==> src/rtl/ctrl_pipe.sv <==
// Control-only pipeline ID/EX -> EX/MEM -> MEM/WB with branch/jump resolution in Execute.
// Latency: D-stage controls reach E outputs after 1 edge, M after 2, W after 3; PCSrcE/FlushD are combinational.
// Backpressure: none; every stage advances each edge, Decode stalls are handled upstream by holding the D inputs.
module ctrl_pipe #(
  parameter int RES_W  = 2,
  parameter int ALUC_W = 3,
  parameter int IMM_W  = 3
) (
  input  logic              clk,
  input  logic              rst,
  input  logic              RegWriteD,
  input  logic [RES_W-1:0]  ResultSrcD,
  input  logic              MemWriteD,
  input  logic              JumpD,
  input  logic              BranchD,
  input  logic [ALUC_W-1:0] ALUControlD,
  input  logic              ALUSrcAD,
  input  logic              ALUSrcBD,
  input  logic              LdSrcD,
  input  logic              StSrcD,
  input  logic              JalSrcD,
  input  logic [2:0]        funct3D,
  input  logic              FlushE,
  input  logic              ZeroE,
  output logic [ALUC_W-1:0] ALUControlE,
  output logic              ALUSrcAE,
  output logic              ALUSrcBE,
  output logic              PCSrcE,
  output logic              FlushD,
  output logic              RegWriteE,
  output logic [RES_W-1:0]  ResultSrcE,
  output logic              MemWriteM,
  output logic              StSrcM,
  output logic              RegWriteM,
  output logic [RES_W-1:0]  ResultSrcM,
  output logic              RegWriteW,
  output logic [RES_W-1:0]  ResultSrcW,
  output logic              LdSrcW,
  output logic              JalSrcW,
  output logic              ValidE,
  output logic              ValidM,
  output logic              ValidW
);

  // ImmSrc is decoded upstream and never carried here; its width is only sanity-checked.
  if (IMM_W != 3) begin : g_imm_w_check
    $error("ctrl_pipe: ImmSrc width must be 3");
  end

  typedef struct packed {
    logic              valid;
    logic              regwrite;
    logic [RES_W-1:0]  resultsrc;
    logic              memwrite;
    logic              jump;
    logic              branch;
    logic [ALUC_W-1:0] aluctrl;
    logic              alusrca;
    logic              alusrcb;
    logic              ldsrc;
    logic              stsrc;
    logic              jalsrc;
    logic [2:0]        funct3;
  } ctrl_e_t;

  typedef struct packed {
    logic              valid;
    logic              regwrite;
    logic [RES_W-1:0]  resultsrc;
    logic              memwrite;
    logic              stsrc;
    logic              ldsrc;
    logic              jalsrc;
  } ctrl_m_t;

  typedef struct packed {
    logic              valid;
    logic              regwrite;
    logic [RES_W-1:0]  resultsrc;
    logic              ldsrc;
    logic              jalsrc;
  } ctrl_w_t;

  ctrl_e_t e_q, e_next;
  ctrl_m_t m_q;
  ctrl_w_t w_q;
  logic    taken;
  logic    bubble;

  // Branch condition from funct3; blt relies on the ALU doing SLT so Zero=0 means "less than".
  always_comb begin
    taken = 1'b0;
    case (e_q.funct3)
      3'b000:  taken = ZeroE;
      3'b001:  taken = ~ZeroE;
      3'b100:  taken = ~ZeroE;
      3'b101:  taken = ZeroE;
      default: taken = 1'b0;
    endcase
  end

  assign PCSrcE = e_q.valid & (e_q.jump | (e_q.branch & taken));
  assign FlushD = PCSrcE;
  assign bubble = FlushE | PCSrcE;

  // Next E contents: a hazard bubble or the instruction behind a taken transfer becomes all zeros.
  always_comb begin
    e_next = '0;
    if (!bubble) begin
      e_next.valid     = 1'b1;
      e_next.regwrite  = RegWriteD;
      e_next.resultsrc = ResultSrcD;
      e_next.memwrite  = MemWriteD;
      e_next.jump      = JumpD;
      e_next.branch    = BranchD;
      e_next.aluctrl   = ALUControlD;
      e_next.alusrca   = ALUSrcAD;
      e_next.alusrcb   = ALUSrcBD;
      e_next.ldsrc     = LdSrcD;
      e_next.stsrc     = StSrcD;
      e_next.jalsrc    = JalSrcD;
      e_next.funct3    = funct3D;
    end
  end

  // Stage registers: E loads the (possibly bubbled) decode controls, M and W copy unconditionally.
  always_ff @(posedge clk) begin
    if (rst) begin
      e_q <= '0;
      m_q <= '0;
      w_q <= '0;
    end else begin
      e_q <= e_next;
      m_q <= '{valid:     e_q.valid,
               regwrite:  e_q.regwrite,
               resultsrc: e_q.resultsrc,
               memwrite:  e_q.memwrite,
               stsrc:     e_q.stsrc,
               ldsrc:     e_q.ldsrc,
               jalsrc:    e_q.jalsrc};
      w_q <= '{valid:     m_q.valid,
               regwrite:  m_q.regwrite,
               resultsrc: m_q.resultsrc,
               ldsrc:     m_q.ldsrc,
               jalsrc:    m_q.jalsrc};
    end
  end

  assign ALUControlE = e_q.aluctrl;
  assign ALUSrcAE    = e_q.alusrca;
  assign ALUSrcBE    = e_q.alusrcb;
  assign RegWriteE   = e_q.regwrite;
  assign ResultSrcE  = e_q.resultsrc;
  assign ValidE      = e_q.valid;
  assign MemWriteM   = m_q.memwrite;
  assign StSrcM      = m_q.stsrc;
  assign RegWriteM   = m_q.regwrite;
  assign ResultSrcM  = m_q.resultsrc;
  assign ValidM      = m_q.valid;
  assign RegWriteW   = w_q.regwrite;
  assign ResultSrcW  = w_q.resultsrc;
  assign LdSrcW      = w_q.ldsrc;
  assign JalSrcW     = w_q.jalsrc;
  assign ValidW      = w_q.valid;

endmodule
==> config.mk <==
export PLATFORM = sky130hd
export DESIGN_NAME = ctrl_pipe
export DESIGN_NICKNAME = d
export VERILOG_FILES = /design/src/rtl/ctrl_pipe.sv
export SDC_FILE = /design/constraint.sdc
export NUM_CORES = 1
export LEC_CHECK = 0
export CAP_MARGIN = 20
export CORE_MARGIN = 2
export CORE_UTILIZATION = 47
export CTS_BUF_LIST = sky130_fd_sc_hd__clkbuf_2
export CTS_CLUSTER_SIZE = 16
export DETAILED_ROUTE_END_ITERATION = 6
export PLACE_DENSITY = 0.88
export SYNTH_ARGS = -nofsm -noshare
export SYNTH_HDL_FRONTEND = slang
export SYNTH_SLANG_ARGS = --single-unit
==> constraint.sdc <==
create_clock -name clk -period 2.7 [get_ports clk]
set_input_delay 0.54 -clock clk [delete_from_list [all_inputs] [get_ports clk]]
set_output_delay 0.54 -clock clk [all_outputs]
set_load 0.005 [all_outputs]
# Yosys cells after proc, flatten, opt, wreduce, memory -nomap -nowiden
# Index checks and enable logic that the tools add are counted.
# W data, S select, Z words.
# classes
n_eq_ne,3
mux,2
n_bitwise,5
n_reduce_logical,4
# ops
op,count
$mux W18,1
$eq A3 B3 Y1 const B,2
$reduce_or A2 Y1,3
$eq A3 B1 Y1 const B,1
$logic_not A3 Y1,1
$and A1 B1 Y1,2
$or A1 B1 Y1,2
$pmux W1 S2,1
$not A1 Y1,1
# word_totals
register_bits,32
output_inout_bits,23

# Longest topological paths before layout
# depth
depth_word,8
depth_mapped,4
ltp_nobuf,2

# Least setup slack after synthesis
# No wires, ideal clock.
# synth_path
path_kind,input -> output
from,input ZeroE
to,output PCSrcE
arrival_ps,1235
required_ps,2160
path_slack_ps,925
cell_stages,3
n_path_buf,1
cell_sequence,xor3_2 a22o_2 buf_4
# synth_via
elab_chain_len,5
# synth_lines
item,line,text
from (decl),24,"input logic ZeroE,"
$not A1 Y1,"95, 96",
$pmux W1 S2 (*),93,case (e_q.funct3)
$and A1 B1 Y1 (*),102,assign PCSrcE = e_q.valid & (e_q.jump | (e_q.branch & taken));
$or A1 B1 Y1 (*),102,
$and A1 B1 Y1 (*),102,
to (decl),28,"output logic PCSrcE,"
# Mark *: on every way between the ends. The rest lies on a longest branch, timed or not.

# Final worst setup path
# layout_path
from,input ZeroE
to,output FlushD
# layout_via
elab_chain_len,5
# layout_lines
item,line,text
$not A1 Y1,"95, 96",
$pmux W1 S2 (*),93,
$and A1 B1 Y1 (*),102,
$or A1 B1 Y1 (*),102,
$and A1 B1 Y1 (*),102,
to (decl),29,"output logic FlushD,"
# Marks and branches as above.

==> flow_metrics.py <==
metrics = {
    "setup_path": {
        "required_ns": 2.16,
        "crit_buf_inv": 2,
        "path_class": "input port to output pin",
        "path_depth": 4,
        "cp_common_cell": "clkdlybuf4s50_1",
        "r2r_slack_ns": 1.34,
        "reg2reg_to": "ResultSrcE[0]",
        "critical-path-slowest-cell": "clkdlybuf4s50_1",
        "endpoint": "FlushD",
        "slowest_delay_ns": 0.48,
        "crit_fanout": 2,
        "worstReg2RegStart": "ValidE",
        "critPathCaptureType": "output pin",
        "critPathTopFamily": "buffers and inverters",
        "cp.arrival_ns": 1.96,
        "startpoint_type": "input port",
        "r2r_cells": 2,
        "startpoint": "ZeroE",
        "path_cells": "clkdlybuf4s50_1, xor3_2, a22o_2, clkdlybuf4s50_1",
    },
    "place": {
        "placed_area_mm2": 0.00151,
        "io_buffers": 43,
        "dp.cells": 159,
        "dp_slack_ns": 0.183,
        "routabilityCongestion": 0.669,
        "place.detailed.hpwl_mm": 1.55,
    },
    "sta": {
        "setup_violations": 0,
        "finalCritPeriodShare_pct": 92.8,
        "drv_slew": 0,
        "setup_tns_ns": 0,
        "worst_pin_slew_ns": 0.724,
        "hold_ws_ns": 0.451,
        "slew_headroom_pct": 51.7,
        "hold_viol": 0,
        "setup_ws_ns": 0.195,
        "clock_skew_ns": 0.00482,
        "rsz0062_at_grt": "false",
        "finalCriticalPeriod_ns": 2.50,
        "fmax_mhz": 399,
    },
    "route": {
        "dr.pass1.iters": 2,
        "ant_nets": 0,
        "wire_per_inst_um": 12.2,
        "vias": 780,
        "wirelength_mm": 2.03,
        "via_per_inst": 4.70,
        "drt_iter0_markers": 6,
        "drcViolationCount": 0,
    },
    "logic_synthesis": {
        "yosysSeqAreaShare_pct": 57.2,
        "synth.most_common_cell": "dfxtp_1",
        "synth_cell_types": 15,
        "ys_warn_count": 0,
        "syn_avg_cell_area_um2": 11.3,
        "synthTopCellsByArea": "dfxtp_1 (57%), a211oi_2 (10%), nor2b_1 (7.8%)",
        "synthArstFlopShare_pct": 0,
        "synth_flop_cell": "dfxtp_1",
        "synth_common_cells": "dfxtp_1 (32), inv_1 (17), nor2b_1 (14)",
        "synth_nets": 120,
        "syn_inst": 99,
        "synth-edff-count": 0,
        "netlist.area_leader.share_pct": 57.2,
        "synth_seq_cells": 32,
        "netlist_area_mm2": 0.00112,
        "yosys.area.top_type": "dfxtp_1",
    },
    "power": {
        "leakage_nw": 0.630,
        "design_power_total_mw": 0.792,
        "powerDensity_mw_per_mm2": 513,
        "ir_drop_v": 0.000396,
    },
    "outcome": {
        "status": "finished, final reports clean",
    },
    "clock_network": {
        "cts_root_buffer": "clkbuf_2",
        "post_cts_resize_count": 0,
        "cts_sinks": 32,
        "clk_path_buf_depth": 2,
        "numCtsBuffers": 5,
        "cts_max_level": 2,
        "cts_tree": "done",
        "clk_pin_slew_ns": 0.13,
        "cts_setup_buffers": 0,
        "clk_latency_ns": 0.35,
        "postCtsHoldBufs": 0,
    },
    "floorplanning": {
        "num_rows": 17,
        "die_h_um": 52.8,
        "start_util_pct": 50.1,
        "io_pins": 44,
        "dieArea_mm2": 0.00279,
        "core_area_mm2": 0.00223,
        "die_w_um": 52.8,
    },
    "grt": {
        "globalRouteOverflowTotal": 0,
        "grt_pass1_vias": 793,
        "grt_pass1_wl_mm": 3.50,
        "grt_max_degree": 19,
        "antenna_found_initial": 0,
        "grt_use_total_pct": 18.1,
    },
    "finish": {
        "drive_above_1_share_pct": 13.8,
        "final_cells": 166,
        "final_core_util_pct": 69.1,
        "finalInstanceArea_mm2": 0.00154,
        "n_antenna_cell": 0,
        "area_growth_pct": 37.8,
        "fillerInstances": 173,
        "multi_input_area_um2": 318,
        "register_area_um2": 641,
        "num-nets-final": 159,
    },
    "hold_path": {
        "hold_path.class": "register to register",
    },
    "flow_run": {
        "maxCapViolations": 0,
    },
}
cells by family after synthesis:
family | share of synthesized area, %
xor gates and xnor gates | 2.23
AOI/OAI and AO/OA | 17.5
DFF | 57.2
and+or+nand+nor | 8.60
buffers and inverters | 14.4
metal layers:
layer,global-route usage (%),up-vias,wire (um)
met5,0,-,0
met4,6.41,0,38
met1,17.5,351,745
li1,-,390,-
met3,10.0,4,178
met2,31.9,35,1070
flip-flops by register name, indices dropped and copies added, names as in the netlist, 2 cells and up:
name         cells
ALUControlE      3
ResultSrcM       2
e_q              9
ResultSrcW       2
ResultSrcE       2
m_q              2
power breakdown:
group | total [mW] | switching (mW) | internal [mW]
sequential | 0.494 | 0.00580 | 0.489
combinational | 0.105 | 0.0418 | 0.0627
clock | 0.193 | 0.139 | 0.0533
total | 0.792 | 0.187 | 0.605
how the worst min path moves through the flow:
stage | start | endpoint | slack [ns] | cells after the start
global route | e_q[5] | m_q[1] | 0.46 | 1
global placement | e_q[3] | m_q[0] | 0.42 | 1
CTS | m_q[1] | LdSrcW | 0.46 | 1
detailed placement | e_q[5] | m_q[1] | 0.42 | 1
floorplan | m_q[0] | JalSrcW | 0.41 | 1
finish | m_q[1] | LdSrcW | 0.45 | 1
cell type report:
cell class,instances,share of cell area (%)
clock inverter,2,0.487
timing repair buffer,46,29.4
sequential,32,41.5
tap,28,2.27
clock buffer,5,1.62
multi-input combinational,36,20.6
inverter,17,4.14
cells in the final DEF, fill, tap and decap left out, types with 2 or more instances in the layout:
master / count
clkdlybuf4s50_1: 43
dfxtp_1: 32
inv_1: 17
nor2b_1: 14
a211oi_2: 9
a211oi_1: 8
clkbuf_2: 5
buf_4: 3
clkinv_1: 2
Note: power is estimated with default switching activity, not from simulation.
